<file path="src/rtl/ara_inval_scheduler_pkg.sv">
// ara_inval_scheduler_pkg: shared types, sizes and helpers for the L1 invalidation scheduler
//   AddrWidth   - byte address width of requests and invalidations
//   L1LineWidth - L1 D-cache line size in bytes (power of two, >=4)
//   Depth       - request FIFO entries (power of two, >=2)
//   MaxLines    - largest line count a single request may expand into
package ara_inval_scheduler_pkg;
   localparam int unsigned AddrWidth   = 64;
   localparam int unsigned L1LineWidth = 16;
   localparam int unsigned Depth       = 4;
   localparam int unsigned MaxLines    = 8;
   localparam int unsigned LinesW      = $clog2(MaxLines + 1);
   typedef logic [AddrWidth-1:0] addr_t;
   typedef logic [LinesW-1:0]    lines_t;
   typedef struct packed {
      addr_t  addr;
      lines_t lines;
   } inval_req_t;
   typedef enum logic [1:0] {IDLE, ISSUE, SKIP} inval_state_e;
   // 0 lines still means "invalidate the line holding addr"; oversize requests saturate
   function automatic lines_t clamp_lines(input lines_t l);
      return (l == '0) ? lines_t'(1) : ((l > lines_t'(MaxLines)) ? lines_t'(MaxLines) : l);
   endfunction
   function automatic addr_t line_align(input addr_t a);
      return a & ~addr_t'(L1LineWidth - 1);
   endfunction
endpackage

</file>
<file path="src/rtl/ara_inval_scheduler_fifo.sv">
// ara_inval_scheduler_fifo: Depth-entry request FIFO with fifo_v3-style interface
//   clk_i   in  clock
//   rst_ni  in  asynchronous reset, active-low
//   flush_i in  synchronous clear of all entries
//   push_i  in  write data_i (ignored when full)
//   data_i  in  request to enqueue
//   pop_i   in  drop head entry (ignored when empty)
//   full_o  out no free entry
//   empty_o out no valid entry
//   data_o  out head entry
module ara_inval_scheduler_fifo
   import ara_inval_scheduler_pkg::*;
(
   input  logic       clk_i,
   input  logic       rst_ni,
   input  logic       flush_i,
   input  logic       push_i,
   input  inval_req_t data_i,
   input  logic       pop_i,
   output logic       full_o,
   output logic       empty_o,
   output inval_req_t data_o
);
   localparam int unsigned PtrW = $clog2(Depth);
   inval_req_t       r_mem [Depth];
   logic [PtrW-1:0]  r_wptr;
   logic [PtrW-1:0]  r_rptr;
   logic [PtrW:0]    r_cnt;
   logic             w_push;
   logic             w_pop;
   always_comb begin
      full_o  = (r_cnt == (PtrW+1)'(Depth));
      empty_o = (r_cnt == '0);
      w_push  = push_i & ~full_o;
      w_pop   = pop_i & ~empty_o;
      data_o  = r_mem[r_rptr];
   end
   // pointers wrap naturally because Depth is a power of two
   always_ff @(posedge clk_i or negedge rst_ni) begin
      if (!rst_ni) begin
         r_wptr <= '0;
         r_rptr <= '0;
         r_cnt  <= '0;
      end else if (flush_i) begin
         r_wptr <= '0;
         r_rptr <= '0;
         r_cnt  <= '0;
      end else begin
         if (w_push) r_wptr <= r_wptr + PtrW'(1);
         if (w_pop) r_rptr <= r_rptr + PtrW'(1);
         r_cnt <= r_cnt + (PtrW+1)'(w_push) - (PtrW+1)'(w_pop);
      end
   end
   always_ff @(posedge clk_i) begin
      if (w_push) r_mem[r_wptr] <= data_i;
   end
endmodule

</file>
<file path="src/rtl/ara_inval_scheduler.sv">
// ara_inval_scheduler: expands queued (base, line count) requests into one L1 line invalidation per cycle
//   clk_i          in  clock
//   rst_i          in  asynchronous reset, active-high
//   en_i           in  coherence enable; when low new requests are accepted and dropped
//   req_valid_i    in  invalidation request valid
//   req_ready_o    out request accepted when valid & ready (FIFO not full)
//   req_addr_i     in  request base byte address, any alignment
//   req_lines_i    in  line count (0 -> 1, above MaxLines -> MaxLines)
//   inval_valid_o  out invalidation valid toward CVA6
//   inval_ready_i  in  CVA6 accepts invalidation
//   inval_addr_o   out line-aligned invalidation address
//   busy_o         out queued or in-progress work
module ara_inval_scheduler
   import ara_inval_scheduler_pkg::*;
(
   input  logic                 clk_i,
   input  logic                 rst_i,
   input  logic                 en_i,
   input  logic                 req_valid_i,
   output logic                 req_ready_o,
   input  logic [AddrWidth-1:0] req_addr_i,
   input  logic [LinesW-1:0]    req_lines_i,
   output logic                 inval_valid_o,
   input  logic                 inval_ready_i,
   output logic [AddrWidth-1:0] inval_addr_o,
   output logic                 busy_o
);
   inval_state_e r_state;
   inval_state_e w_state_nxt;
   addr_t        r_cur;
   addr_t        w_cur_nxt;
   lines_t       r_rem;
   lines_t       w_rem_nxt;
   addr_t        r_last;
   addr_t        w_last_nxt;
   logic         r_last_vld;
   logic         w_last_vld_nxt;
   logic         w_full;
   logic         w_empty;
   logic         w_pop;
   logic         w_hs;
   logic         w_step;
   logic         w_done;
   logic         w_dup;
   addr_t        w_head_line;
   inval_req_t   w_head;
   inval_req_t   w_push_req;
   assign w_push_req = '{addr: req_addr_i, lines: req_lines_i};
   ara_inval_scheduler_fifo u_fifo (
      .clk_i   (clk_i),
      .rst_ni  (~rst_i),
      .flush_i (1'b0),
      .push_i  (req_valid_i & en_i),
      .data_i  (w_push_req),
      .pop_i   (w_pop),
      .full_o  (w_full),
      .empty_o (w_empty),
      .data_o  (w_head)
   );
   always_comb begin
      w_hs           = (r_state == ISSUE) & inval_ready_i;
      w_step         = w_hs | (r_state == SKIP);
      w_done         = w_step & (r_rem == lines_t'(1));
      w_last_nxt     = w_hs ? r_cur : r_last;
      w_last_vld_nxt = en_i & (w_hs | r_last_vld);
      // finishing a request pops the next one in the same cycle so there is no bubble
      w_pop          = ~w_empty & ((r_state == IDLE) | w_done);
      w_head_line    = line_align(w_head.addr);
      // compare against the line being retired this cycle, so back-to-back duplicates are caught
      w_dup          = w_last_vld_nxt & (w_head_line == w_last_nxt);
      w_state_nxt    = w_pop ? (w_dup ? SKIP : ISSUE) : w_done ? IDLE : w_step ? ISSUE : r_state;
      w_cur_nxt      = w_pop ? w_head_line : w_step ? r_cur + addr_t'(L1LineWidth) : r_cur;
      w_rem_nxt      = w_pop ? clamp_lines(w_head.lines) : w_step ? r_rem - lines_t'(1) : r_rem;
      req_ready_o    = ~w_full;
      inval_valid_o  = (r_state == ISSUE);
      inval_addr_o   = inval_valid_o ? r_cur : '0;
      busy_o         = ~w_empty | (r_state != IDLE);
   end
   always_ff @(posedge clk_i or posedge rst_i) begin
      if (rst_i) begin
         r_state    <= IDLE;
         r_cur      <= '0;
         r_rem      <= '0;
         r_last     <= '0;
         r_last_vld <= 1'b0;
      end else begin
         r_state    <= w_state_nxt;
         r_cur      <= w_cur_nxt;
         r_rem      <= w_rem_nxt;
         r_last     <= w_last_nxt;
         r_last_vld <= w_last_vld_nxt;
      end
   end
endmodule

</file>
<file path="config.mk">
export PLATFORM = sky130hd
export DESIGN_NAME = ara_inval_scheduler
export DESIGN_NICKNAME = d
export VERILOG_FILES = /design/src/rtl/ara_inval_scheduler_pkg.sv /design/src/rtl/ara_inval_scheduler_fifo.sv /design/src/rtl/ara_inval_scheduler.sv
export SDC_FILE = /design/constraint.sdc
export NUM_CORES = 1
export LEC_CHECK = 0
export BUFFER_PORTS_ARGS = -buffer_cell sky130_fd_sc_hd__buf_2
export CORE_ASPECT_RATIO = 0.75
export CORE_MARGIN = 4
export CORE_UTILIZATION = 35
export DETAILED_ROUTE_END_ITERATION = 8
export GPL_TIMING_DRIVEN = 0
export HOLD_SLACK_MARGIN = 0.02
export SYNTH_ARGS = -nofsm -noshare
export SYNTH_HDL_FRONTEND = slang
export SYNTH_HIERARCHICAL = 1
export SYNTH_SLANG_ARGS = --single-unit
export TNS_END_PERCENT = 20
</file>
<file path="constraint.sdc">
create_clock -name clk_i -period 11.45 [get_ports clk_i]
set_input_delay 2.29 -clock clk_i [delete_from_list [all_inputs] [get_ports clk_i]]
set_output_delay 2.29 -clock clk_i [all_outputs]
set_load 0.05 [all_outputs]
</file>
==> impl_results.md <==
- Ant diodes: 0
- Outcome: finished, final reports clean
- First-pass GRT wire length: 73000 um
- CP Max Fanout: 11
- Met1 usage: 28.1%
- Worst Reg-to-Reg Cells: 17
- Post-route setup TNS: 0 ns
- Final ANT Viol Nets: 0
- Initial DRC count: 980
- Total die area: 0.0539 sq mm
- Sequential Power Share: 51.8%
- Die width: 267 um
- Setup violations, final: 0
- Detailed-route via count: 11062
- Post-cts resize count: 0
- Yosys warns: 6
- DRC: 0
- Hold-fix buffers, CTS: 0
- Postcts setup bufs: 0
- Switching Power: 0.000637 W
- Total Routing Usage GR: 18.4%
- Starting Density: 35.7%
- WP data arrival: 5.89 ns
- Rel. slew slack: 13.3%
- Worst vdd ir: 0.0000846 V
- Post-Synthesis Mean Instance Area: 14.0 sq um
- Setup CP Type: primary input to flip-flop
- Area grow syn2layout: 16.7%
- Routed len/inst: 23.6 um
- Worst-margin pin slew: 1.29 ns
- Final Cycle Share: 47.8%
- Clock-pin slew on the worst setup and hold paths: 0.06 ns
- GRT busiest layer: met1
- Crit path capture type: flip-flop
- Met3 usage: 4.78%
- # IOs: 140
- Comb pwr share: 4.1%
- Post-synthesis cell count: 1258
- Final-layout fill cell count: 4603
- CTS root buf: clkbuf_16
- GRT overflow: 0
- Fmax achieved: 183 MHz
- Number of core rows: 70
- Share of cells above drive strength 1: 19.6%
- Commonest non-fill, non-tap cells in the layout: edfxtp_1, nand2_1, buf_2
- TritonCTS clock tree: yes
- Final Skew: 0.0211 ns
- Met2 Use GR: 26.3%
- WHS: 0.482 ns
- Hold depth: 1
- Clk_lat worst skew: 0.54 ns
- Crit path launch type: primary input
- HPWL Detailed: 36800 um
- WL final: 50100 um
- Sw Share: 21.2%
- Fin. Hold Viols: 0
- RSZ-0062 raised after global routing: no
- IO Port Bufs: 131
- Leakage Power: 8.04 nW
- Initial antenna violation count: 0
- Fin. max-slew vios: 0
- Largest net degree at the start of global routing: 78
- Class of the worst hold path: flip-flop to flip-flop
- Final GP Congestion: 0.937
- Vias in the first global route: 10876
- Pwr dens: 146 mW/mm^2
- Int Power: 0.00237 W
- Final net count: 1529
- CTS Sinks: 394
- Iteration count of the initial detailed-routing pass: 5
- CTS H-tree lvls: 2
- Height of the die: 202 um
- Post-layout minimum cycle time: 5.47 ns
- Clock network fraction of design power: 44.0%
- TritonCTS Buffers: 39
- Most common cell after layout, fill and taps aside: edfxtp_1
- Worst EP required: 11.87 ns
- Number of vias per cell: 5.21
- Core area: 0.0492 sq mm
- Synthesized area: 0.0176 sq mm
- MaxCap Viol Count: 0
- CTS Buffer Depth: 3
-- power by group through the flow --
stage	sequential, W	clock [W]	combinational, W
detailed placement	0.00159	0	0.000124
global route	0.00156	0.00141	0.000135
finish	0.00156	0.00132	0.000124
CTS	0.00156	0.00136	0.000125
floorplan	0.00158	0	0.0000644
global placement	0.00159	0	0.000117
-- routing by layer --
layer  wire length [um]  share of wire (%)  up-vias
li1                   -                  -     4958
met1              23800                 48     5651
met2              21200                 42      392
met3               4120                8.2       61
met4                920                1.8        0
met5                  0                  0        -
-- final cells by class --
cell class / count / area [sq um] / share of cell area, %
Sequential cell: 394 / 11100 / 54.3
Inverter: 57 / 219 / 1.07
Multi-Input combinational cell: 756 / 5900 / 28.8
Timing Repair Buffer: 136 / 763 / 3.72
Tap cell: 648 / 811 / 3.95
Clock inverter: 14 / 173 / 0.842
Buffer: 62 / 365 / 1.78
Clock buffer: 57 / 1140 / 5.54
-- flip-flops by register name (all words and copies together), names as in the netlist --
name	flops
r_last_vld	1
u_fifo/r_rptr	2
u_fifo/r_mem	256
r_state	2
r_rem	4
u_fifo/r_wptr	2
u_fifo/r_cnt	3
r_last	64
r_cur	60
-- path summary, 6_finish.rpt --
kind / slack, ns / startpoint / to
worst max-delay path: 5.98 / inval_ready_i / u_fifo/r_cnt[2]
worst min-delay path: 0.48 / r_last[1] / r_last[1]
worst max register to register: 6.79 / r_rem[1] / u_fifo/r_cnt[2]
worst min register to register: 0.48 / r_last[1] / r_last[1]
max in group asynchronous: 8.77 / rst_i / u_fifo/r_wptr[0]
min in group asynchronous: 1.82 / rst_i / r_rem[0]
-- per-stage QoR --
| stage | instances | power [W] | util [%] | setup slack [ns] | area [sq um] |
|---|---|---|---|---|---|
| final | 2124 | 0.00300 | 41.7 | 5.98 | 20500 |
| after floorplan | 1269 | 0.00165 | - | 5.46 | 17600 |
| after global placement | 2048 | 0.00170 | 38.8 | 3.34 | 19100 |
| after global routing | 2124 | 0.00311 | 41.7 | 5.79 | 20500 |
| after CTS | 2124 | 0.00304 | 41.7 | 6.06 | 20500 |
| after detailed placement | 2053 | 0.00171 | 39.0 | 5.53 | 19200 |
-- critical path, stage by stage --
cell and delay [ns]:
buf_2 0.11, nor3b_1 0.39, o21bai_2 0.25, inv_1 0.26, clkbuf_1 0.65, clkbuf_1 0.56
o31ai_1 0.22, inv_1 0.10, ha_1 0.23, inv_1 0.05, ha_1 0.12, inv_1 0.05
fa_1 0.37, xnor2_1 0.16, nor2_1 0.06
Note: power is estimated with default switching activity, not from simulation.
